--- config.mk ---
export PLATFORM = sky130hd
export DESIGN_NAME = bcd_conv_arbiter
export DESIGN_NICKNAME = d
export VERILOG_FILES = /design/src/rtl/bcd_conv_arbiter.sv
export SDC_FILE = /design/constraint.sdc
export NUM_CORES = 1
export LEC_CHECK = 0
export ABC_AREA = 1
export ABC_CLOCK_PERIOD_IN_PS = 2000
export CAP_MARGIN = 10
export CORE_ASPECT_RATIO = 0.7
export CORE_MARGIN = 8
export CORE_UTILIZATION = 62
export DETAILED_ROUTE_END_ITERATION = 16
export DONT_BUFFER_PORTS = 1
export GPL_TIMING_DRIVEN = 0
export HOLD_SLACK_MARGIN = 0.05
export PLACE_DENSITY = 0.78
export SLEW_MARGIN = 20
export SYNTH_ARGS = -nofsm -noshare
export SYNTH_HDL_FRONTEND = slang
export SYNTH_SLANG_ARGS = --single-unit
--- constraint.sdc ---
create_clock -name clk -period 2 [get_ports clk]
set_input_delay 0.4 -clock clk [delete_from_list [all_inputs] [get_ports clk]]
set_output_delay 0.4 -clock clk [all_outputs]
set_load 0.005 [all_outputs]
--- src/rtl/bcd_conv_arbiter.sv ---
// Round-robin sequencer sharing one bin2BCD converter among N_REQ requesters.
// One conversion in flight at a time; a hung converter is aborted after TIMEOUT cycles.
module bcd_conv_arbiter #(
  parameter int N_REQ   = 2,
  parameter int BIN_W   = 12,
  parameter int BCD_W   = 16,
  parameter int TIMEOUT = 64
) (
  input  logic                   clk,
  input  logic                   rst,
  input  logic [N_REQ-1:0]       req,
  input  logic [N_REQ*BIN_W-1:0] bin_in,
  output logic [N_REQ-1:0]       grant,
  output logic [N_REQ-1:0]       done,
  output logic [BCD_W-1:0]       bcd_out,
  output logic                   conv_en,
  output logic [BIN_W-1:0]       conv_bin,
  input  logic [BCD_W-1:0]       conv_bcd,
  input  logic                   conv_rdy,
  output logic                   busy,
  output logic                   timeout_err
);
  localparam int PW = $clog2(N_REQ);
  localparam int TW = $clog2(TIMEOUT);

  typedef enum logic [1:0] {S_IDLE, S_ISSUE, S_WAIT, S_DONE} state_t;

  state_t             state_q, state_d;
  logic [N_REQ-1:0]   grant_q, grant_d;
  logic [PW-1:0]      ptr_q, ptr_d, win;
  logic               any_req;
  logic [BIN_W-1:0]   conv_bin_q, conv_bin_d;
  logic [BCD_W-1:0]   bcd_out_q, bcd_out_d;
  logic               rdy_q, rdy_d, rdy_edge, tmo_hit;
  logic [TW-1:0]      timer_q, timer_d;
  logic               timeout_err_q, timeout_err_d;
  logic [BIN_W-1:0]   bin_arr [N_REQ];

  for (genvar g = 0; g < N_REQ; g++) begin : g_slice
    assign bin_arr[g] = bin_in[g*BIN_W +: BIN_W];
  end

  // Scan from ptr+1 with wrap so the last winner has lowest priority.
  always_comb begin : arb
    logic [PW:0] cand;
    cand    = '0;
    win     = ptr_q;
    any_req = 1'b0;
    for (int k = 1; k <= N_REQ; k++) begin
      cand = {1'b0, ptr_q} + (PW+1)'(k);
      if (cand >= (PW+1)'(N_REQ)) cand = cand - (PW+1)'(N_REQ);
      if (!any_req && req[cand[PW-1:0]]) begin
        any_req = 1'b1;
        win     = cand[PW-1:0];
      end
    end
  end

  // rdy_q tracks conv_rdy every cycle, so a level already high at ISSUE is no edge.
  assign rdy_edge = conv_rdy & ~rdy_q;
  assign tmo_hit  = (timer_q == TW'(TIMEOUT-1));

  always_comb begin : next_state
    state_d = state_q;
    case (state_q)
      S_IDLE:  if (any_req) state_d = S_ISSUE;
      S_ISSUE: state_d = S_WAIT;
      S_WAIT:  if (rdy_edge || tmo_hit) state_d = S_DONE;
      S_DONE:  state_d = S_IDLE;
      default: state_d = S_IDLE;
    endcase
  end

  always_comb begin : datapath
    grant_d       = grant_q;
    ptr_d         = ptr_q;
    conv_bin_d    = conv_bin_q;
    bcd_out_d     = bcd_out_q;
    rdy_d         = conv_rdy;
    timer_d       = timer_q;
    timeout_err_d = timeout_err_q;
    case (state_q)
      S_IDLE: if (any_req) begin
        grant_d      = '0;
        grant_d[win] = 1'b1;
        ptr_d        = win;
        conv_bin_d   = bin_arr[win];
      end
      S_ISSUE: timer_d = '0;
      S_WAIT: begin
        if (rdy_edge)     bcd_out_d     = conv_bcd;
        else if (tmo_hit) timeout_err_d = 1'b1;
        else              timer_d       = timer_q + TW'(1);
      end
      S_DONE:  grant_d = '0;
      default: grant_d = '0;
    endcase
  end

  always_ff @(posedge clk) begin
    if (rst) begin
      state_q       <= S_IDLE;
      grant_q       <= '0;
      ptr_q         <= PW'(N_REQ-1);
      conv_bin_q    <= '0;
      bcd_out_q     <= '0;
      rdy_q         <= 1'b1;
      timer_q       <= '0;
      timeout_err_q <= 1'b0;
    end else begin
      state_q       <= state_d;
      grant_q       <= grant_d;
      ptr_q         <= ptr_d;
      conv_bin_q    <= conv_bin_d;
      bcd_out_q     <= bcd_out_d;
      rdy_q         <= rdy_d;
      timer_q       <= timer_d;
      timeout_err_q <= timeout_err_d;
    end
  end

  always_comb begin : outputs
    conv_en = (state_q == S_ISSUE);
    busy    = (state_q != S_IDLE);
    done    = (state_q == S_DONE) ? grant_q : '0;
  end

  assign grant       = grant_q;
  assign bcd_out     = bcd_out_q;
  assign conv_bin    = conv_bin_q;
  assign timeout_err = timeout_err_q;

endmodule

==> results.sh, run 1 <==
export IMPL_postCtsSetupBuffers=0
export IMPL_place_area_um2=2066
export IMPL_clockBufferDepth=2
export IMPL_synth_area_leaders="dfxtp_1, nand2_1, inv_1, a21oi_1, o21ai_0"
export IMPL_wl_per_cell_um=13.78
export IMPL_relSlewSlack_pct=71.36
export IMPL_cts_hold_buf=0
export IMPL_fin_tns_setup_ps=0
export IMPL_power_density_nw_per_um2=1283
export IMPL_fin_crit_ps=1753
export IMPL_syn_to_final_growth_pct=7.005
export IMPL_crit_fanout=10
export IMPL_hold_path_class="input pin to flop"
export IMPL_drtIter0Drc=93
export IMPL_die_width_um=84.19
export IMPL_grt_met2_usage_pct=22.59
export IMPL_htreeDepth=2
export IMPL_cp_cell_sequence="inv_1 -> ha_1 -> nand3_1 -> clkbuf_1 -> o21ai_0 -> a21oi_1"
export IMPL_numPortBuffers=0
export IMPL_hold_depth=1
export IMPL_drc=0
export IMPL_cts_resized=0
export IMPL_clk_latency_ps=300
export IMPL_grt_start_max_net_pins=16
export IMPL_fmax_mhz=570.5
export IMPL_final_util_pct=69.07
export IMPL_rsz0062_at_grt="no"
export IMPL_num_vias=1692
export IMPL_drtAntennaViolNets=0
export IMPL_clock_sinks=41
export IMPL_groute_usage_overall_pct=16.13
export IMPL_start_kind="flop"
export IMPL_cts_buffers=5
export IMPL_die_area_um2=5366
export IMPL_critPathSlowestCell="dfxtp_1"
export IMPL_start_util_pct=64.55
export IMPL_final_common_cell="nand2_1"
export IMPL_tightest_slew_ps=429.6
export IMPL_die_h_um=63.74
export IMPL_holdWs_ps=208.2
export IMPL_clk_pin_slew_ps=90
export IMPL_core_um2=3127
export IMPL_antenna_found_initial=0
export IMPL_rows=17
export IMPL_grt_ovfl_total=0
export IMPL_final_hold_violation_count=0
export IMPL_worstSetupPathType="flop to flop"
export IMPL_mostFrequentLayoutCells="nand2_1, dfxtp_1, inv_1"
export IMPL_cts_root_buffer="clkbuf_8"
export IMPL_required_ps=2230
export IMPL_finalSetupViolCount=0
export IMPL_power_leakage_nw=0.9284
export IMPL_maxCapViolations=0
export IMPL_fin_nets=339
export IMPL_ys_seq_area_share_pct=40.67
export IMPL_max_stage_delay_ps=390
export IMPL_dp_hpwl_mm=3.498
export IMPL_timing_final_crit_share_pct=87.64
export IMPL_grt_pass1_vias=1541
export IMPL_yosys_warnings=0
export IMPL_cts_tree="yes"
export IMPL_yosysTopAreaCell="dfxtp_1"
export IMPL_slew_violations=0
export IMPL_ios=80
export IMPL_arrival_ps=1990
export IMPL_r2r_cells=6
export IMPL_stdcell_area_um2=2160
export IMPL_viasPerCell=5.174
export IMPL_totalPowerFinal_w=0.002771
export IMPL_netlist_instances=281
export IMPL_globalplace_congestion=0.8378
export IMPL_syn_avg_cell_area_um2=7.182
export IMPL_syn_num_nets=332
export IMPL_yosysUniqueCellTypes=25
export IMPL_use_met3_pct=8.608
export IMPL_synth_area_um2=2018
export IMPL_irDropWorstVdd_mv=0.6975
export IMPL_use_met1_pct=20.21
export IMPL_fin_skew_ps=13.03
export IMPL_wirelength_mm=4.507
export IMPL_synth_top_cell_area_share_pct=40.67
export IMPL_status="complete, no violations"
export IMPL_num_antenna_cells=0
export IMPL_cp_end_kind="flop"
export IMPL_drive_above_1_share_pct=14.53
export IMPL_ys_seq_elements=41
export IMPL_grt_pass1_wl_mm=7.196
export IMPL_grt_busiest_layer="met2"
export IMPL_first_pass_iters=4
## worst max-delay path: cells and delay by family, from the launching register on
| kind | cells | cell delay [ps] |
|---|---|---|
| adders and majority gates | 1 | 290 |
| DFF | 1 | 390 |
| AOI/OAI and AO/OA | 2 | 280 |
| and+or+nand+nor | 1 | 250 |
| buffers and inverters | 2 | 480 |
## through the flow
| step | instances | worst slack (ps) |
|---|---|---|
| after floorplan | 281 | 610.3 |
| after global placement | 319 | 310.6 |
| after detailed placement | 319 | 243.1 |
| after CTS | 327 | 243.9 |
| after global routing | 327 | 47.86 |
| final | 327 | 247.2 |
## report_power, final
part           switching, W  leakage, nW  internal [W]  total, W
sequential         0.000134        0.334      0.000967   0.00110
clock              0.000307       0.0447      0.000252  0.000558
combinational      0.000680        0.550      0.000431   0.00111
## layout make-up
type / count / area (um2)
fillers: 275 / 967.2
multi-input cells: 188 / 958.4
flip-flops and latches: 41 / 820.8
inverters: 41 / 156.4
plain buffers: 11 / 82.58
clock buffers: 5 / 68.82
well taps: 38 / 47.55
clock inverters: 3 / 25.02
## flip-flops by register name (all words and copies together), names as in the netlist
register	flops
bcd_out	16
conv_bin	12
timer_q	6
grant	2
state_q	2
ptr_q	1
rdy_q	1
timeout_err	1
## synth_stat cells (all sizes together)
master   n
dfxtp   41
buf      6
nand3   13
ha       6
nand2   89
a31oi    1
nand3b   1
nor2    15
clkbuf   5
or2      1
inv     41
nand4    3
o21bai   1
o21ai   21
a21oi   37
## metal layers
layer	part of all wire, %	vias up	routed length [um]
met5	0	-	0
met4	1.3	0	58
met3	9.5	8	427
met2	43	44	1939
met1	46	746	2081
li1	-	894	-
## path summary, 6_finish.rpt
path         startpoint          end  slack (ps)
max          state_q[0]  bcd_out[14]         250
min reg2reg  bcd_out[6]   bcd_out[6]         470
max reg2reg  state_q[0]  bcd_out[14]         250
min            conv_rdy        rdy_q         210
## logic make-up (layout without fill, tap and decap cells)
logic type	after synthesis	after routing	share of synthesized area (%)
buffers and inverters	52	60	11.84
adder cells (fa/ha/maj)	6	6	3.720
flip-flops	41	41	40.67
AO/OA/AOI/OAI	60	60	17.11
AND/OR/NAND/NOR	122	122	26.66
(Power assumes the default switching activity.)
==> run 2, diff against run 1 <==
CORE_MARGIN = default   (was 8)
HOLD_SLACK_MARGIN = 0.03   (was 0.05)
==> results.sh, run 2 (same netlist as run 1, synthesis figures left out) <==
export IMPL_status="complete, no violations"
export IMPL_grt_ovfl_total=0
export IMPL_wl_per_cell_um=12.72
export IMPL_cp_end_kind="flop"
export IMPL_hold_path_class="input pin to flop"
export IMPL_rows=16
export IMPL_cts_hold_buf=0
export IMPL_htreeDepth=2
export IMPL_final_common_cell="nand2_1"
export IMPL_fin_tns_setup_ps=0
export IMPL_drtAntennaViolNets=0
export IMPL_dp_hpwl_mm=3.035
export IMPL_final_hold_violation_count=0
export IMPL_critPathSlowestCell="dfxtp_1"
export IMPL_maxCapViolations=0
export IMPL_drtIter0Drc=93
export IMPL_cts_resized=0
export IMPL_hold_depth=1
export IMPL_fin_crit_ps=1777
export IMPL_power_density_nw_per_um2=1325
export IMPL_timing_final_crit_share_pct=88.83
export IMPL_path_depth=6
export IMPL_core_um2=2943
export IMPL_r2r_cells=6
export IMPL_cp_cell_sequence="inv_1 -> ha_1 -> nand3_1 -> clkbuf_1 -> o21ai_0 -> a21oi_1"
export IMPL_cp_top_family="buffers and inverters"
export IMPL_required_ps=2230
export IMPL_rr_startpoint="state_q[0]"
export IMPL_num_antenna_cells=0
export IMPL_antenna_found_initial=0
export IMPL_rsz0062_at_grt="no"
export IMPL_groute_usage_overall_pct=25.39
export IMPL_worstSetupPathType="flop to flop"
export IMPL_finalSetupViolCount=0
export IMPL_relSlewSlack_pct=72.37
export IMPL_largest_reg_flops=16
export IMPL_totalPowerFinal_w=0.002880
export IMPL_clk_latency_ps=300
export IMPL_mostFrequentLayoutCells="nand2_1, dfxtp_1, inv_1"
export IMPL_die_h_um=49.74
export IMPL_die_area_um2=3491
export IMPL_viasPerCell=5.283
export IMPL_fmax_mhz=562.9
export IMPL_num_vias=1717
export IMPL_crit_start="state_q[0]"
export IMPL_grt_start_max_net_pins=14
export IMPL_cts_tree="yes"
export IMPL_die_width_um=70.19
export IMPL_cts_buffers=5
export IMPL_first_pass_iters=4
export IMPL_min_delay_start="conv_rdy"
export IMPL_power_leakage_nw=0.9390
export IMPL_drc=0
export IMPL_numPortBuffers=0
export IMPL_fin_nets=339
export IMPL_arrival_ps=2010
export IMPL_fin_skew_ps=10.37
export IMPL_syn_to_final_growth_pct=7.750
export IMPL_crit_fanout=10
export IMPL_wirelength_mm=4.133
export IMPL_grt_pass1_wl_mm=6.927
export IMPL_tightest_slew_ps=414.4
export IMPL_clockBufferDepth=2
export IMPL_postCtsSetupBuffers=0
export IMPL_start_kind="flop"
export IMPL_cts_root_buffer="clkbuf_8"
export IMPL_globalplace_congestion=0.8471
export IMPL_start_util_pct=68.58
export IMPL_clk_pin_slew_ps=80
export IMPL_drive_above_1_share_pct=14.19
export IMPL_grt_pass1_vias=1598
export IMPL_slew_violations=0
export IMPL_irDropWorstVdd_mv=0.8749
export IMPL_clock_sinks=41
export IMPL_ios=80
export IMPL_max_stage_delay_ps=390
export IMPL_path_buf_inv=2
-- run 2: worst reg2reg max path: stages, from the launching register on --
cell and delay, ps:
dfxtp_1 390, inv_1 100, ha_1 300, nand3_1 250
clkbuf_1 360, o21ai_0 160, a21oi_1 150
-- run 2: report_power, final --
group	internal (W)	switching, W	total, W
Sequential	0.000967	0.000130	0.00110
Clock	0.000375	0.000296	0.000671
Combinational	0.000430	0.000682	0.00111
-- run 2: area by class of cell --
class | count | area (um2)
fill | 243 | 768.2
tap | 36 | 45.04
buffer | 11 | 82.58
multi-input combinational | 188 | 958.4
sequential | 41 | 820.8
clock inverter | 2 | 38.79
inverter | 41 | 156.4
clock buffer | 6 | 72.57
-- run 2: per-layer routing --
layer	GRT usage [%]	part of all wire (%)
met2	40.06	44
met5	0	0
met4	6.000	0.56
met1	32.27	47
met3	10.84	8.3
-- run 2: path summary, 6_finish.rpt --
kind         slack (ps)     endpoint
max                 220  bcd_out[15]
min                 210        rdy_q
max reg2reg         220  bcd_out[15]
min reg2reg         470  bcd_out[11]
-- run 2: per-stage QoR --
step	area (um2)	cells	setup WS, ps	hold WS, ps	utilization [%]
finish	2175	325	223.4	205.9	73.89
detailed placement	2063	317	251.9	455.8	70.11
global placement	2063	317	301.3	452.1	70.11
CTS	2175	325	238.0	198.1	73.89
global route	2175	325	52.62	192.2	73.89
floorplan	2018	281	610.3	439.6	-
==> run 3, diff against run 2 <==
ABC_CLOCK_PERIOD_IN_PS = default   (was 2000)
PLACE_DENSITY = 0.75   (was 0.78)
==> results of run 3 <==
The final DEF is identical to that of run 2; final timing and power are the same.
==> patch (flow settings as in run 3) <==
Register the output `timeout_err` once more, with the module's reset; this adds one clock of latency there. The other outputs are not delayed to match.
--- a/src/rtl/bcd_conv_arbiter.sv
+++ b/src/rtl/bcd_conv_arbiter.sv
@@ -128,7 +128,13 @@
   assign grant       = grant_q;
   assign bcd_out     = bcd_out_q;
   assign conv_bin    = conv_bin_q;
-  assign timeout_err = timeout_err_q;
+  always_ff @(posedge clk) begin
+    if (rst) begin
+      timeout_err <= '0;
+    end else begin
+      timeout_err <= timeout_err_q;
+    end
+  end
 
 endmodule
 
Behaviour: no difference found for any inputs over 10 cycles, from zero or initial values and one cycle with rst high; that may be too few to reach the edited logic, so the function may still have changed.
==> patch against run 3 <==
- highest routed layer unchanged
- combinational power is 11% lower
- sequential cell count is 1 higher
- area after synthesis is 2.4% lower
- worst setup slack better by 0.027 ns
- wire length is 2.4% lower
- critical path type unchanged
- total power is 8.4% lower
- synthesized cell count is 1.1% higher
- cell area is 3.4% lower
==> patch: results (changes against run 3) <==
finish:
  diodes: 0  # unchanged
  drive_above_1_share: 0.0753  # -0.0665
  largest_reg_flops: 16  # unchanged
route:
  finalWirelength_um: 4030  # -2.4%
  first_pass_iters: 4  # unchanged
  via_per_inst: 5.23  # -1.1%
  first_iter_violations: 57  # -39%
clocking:
  cts_made_buffers: 5  # unchanged
  ctsHtreeMaxLevel: 2  # unchanged
  post_cts_buffers: 0  # unchanged
  cts-resized-gates: 0  # unchanged
  cts.clk_slew.worst_paths_ns: 0.08  # about the same
  worstSkewPairLatency_ns: 0.29
  cts.path.max_buffers: 2  # unchanged
  cts_root_buffer: "clkbuf_8"
logic_synthesis:
  synthDistinctLibCells: 23  # -8.0%
  synthAdderAreaFrac: 0.0381  # +0.000922
  synth_compound_area_frac: 0.164  # -0.00720
  synth-xor-area-share: 0  # unchanged
  synth_common_cells: "nand2_1, dfxtp_1, inv_1, a21oi_1, o21ai_0"
  synth_ff_type: "dfxtp_1"
  yosys-mux-area-fraction: 0  # unchanged
  yosys_warnings: 0  # unchanged
  syn_nets: 335  # +0.90%
  synth_top_cells_by_area: "dfxtp_1, nand2_1, a21oi_1, inv_1, o21ai_0"
  async_flop_share: 0  # unchanged
  yosysSeqAreaShare: 0.427  # +0.0202
placed_design:
  place.gp.congestion: 0.774  # -8.6%
  hpwl_um: 2980  # -1.7%
  io_buffers: 0  # unchanged
  dpl_cell_area_um2: 2010  # -2.4%
hold_path:
  min_path_type: "in2reg"
  whs_path_depth: 1  # unchanged
sta:
  finClkSkew_ns: 0.00670  # -0.00367 ns
  max_slew_margin: 0.638  # -0.0854
  finalSetupTns_ns: 0  # unchanged
power_and_ir_drop:
  vdd_ir_drop_max_v: 0.000757  # -13%
  leakage_nw: 0.922  # -1.8%
global_route:
  grt_max_degree: 14  # unchanged
  grt_antenna_before_repair: 0  # unchanged
  grt_pass1_wl_um: 6730  # -2.8%
  grt_usage: 0.245  # -0.00906
  grt_pass1_vias: 1579  # -1.2%
worst_setup_path:
  r2r_slack_ns: 0.25  # +0.03 ns
  r2r_cells: 8  # +2
  startpoint: "state_q[0]"
  endpoint: "timer_q[1]"
  crit_fanout: 7  # -3
run_status:
  status: "complete, no violations"
==> patch: logic make-up after synthesis <==
family / after synthesis
and+or+nand+nor: 123
AOI/OAI and AO/OA: 60
buffers and inverters: 53
DFF: 42
adders and majority gates: 6
==> patch: through the flow <==
step,setup slack [ns],std cells
floorplan,0.608,284
detailed placement,0.262,320
global placement,0.296,320
global route,0.103,328
CTS,0.254,328
finish,0.250,328
==> patch: critical path, cell delays in order, from the launching register on <==
cell     delay [ns]
dfxtp_1        0.40
inv_1          0.10
ha_1           0.29
nand3_1        0.23
nand2_1        0.08
inv_1          0.18
nand2_1        0.16
nand2_1        0.10
a21oi_1        0.07
==> patch: worst min path at each step <==
stage / from / end / slack [ns]
floorplan: timeout_err_q / timeout_err / 0.41
global placement: timeout_err_q / timeout_err / 0.42
detailed placement: timeout_err_q / timeout_err / 0.43
CTS: conv_rdy / rdy_q / 0.21
global route: conv_rdy / rdy_q / 0.21
finish: conv_rdy / rdy_q / 0.22
==> patch: report_power, final <==
part	internal [mW]	switching, mW
Clock	0.246	0.283
Sequential	0.987	0.136
Combinational	0.367	0.620
Total	1.60	1.04
==> patch: cell type report <==
type	instances	area, um^2
multi-input combinational	189	907
sequential	42	841
fill	241	802
inverter	42	158
clock buffer	6	72.6
buffer	11	63.8
tap	36	45.0
clock inverter	2	13.8
==> patch: routing by layer <==
layer | GRT usage | share of wire | vias up
met4 | 0.0612 | 0.0069 | 0
met3 | 0.0847 | 0.072 | 4
li1 | - | - | 907
met2 | 0.390 | 0.43 | 53
met5 | 0 | 0 | -
met1 | 0.320 | 0.49 | 750
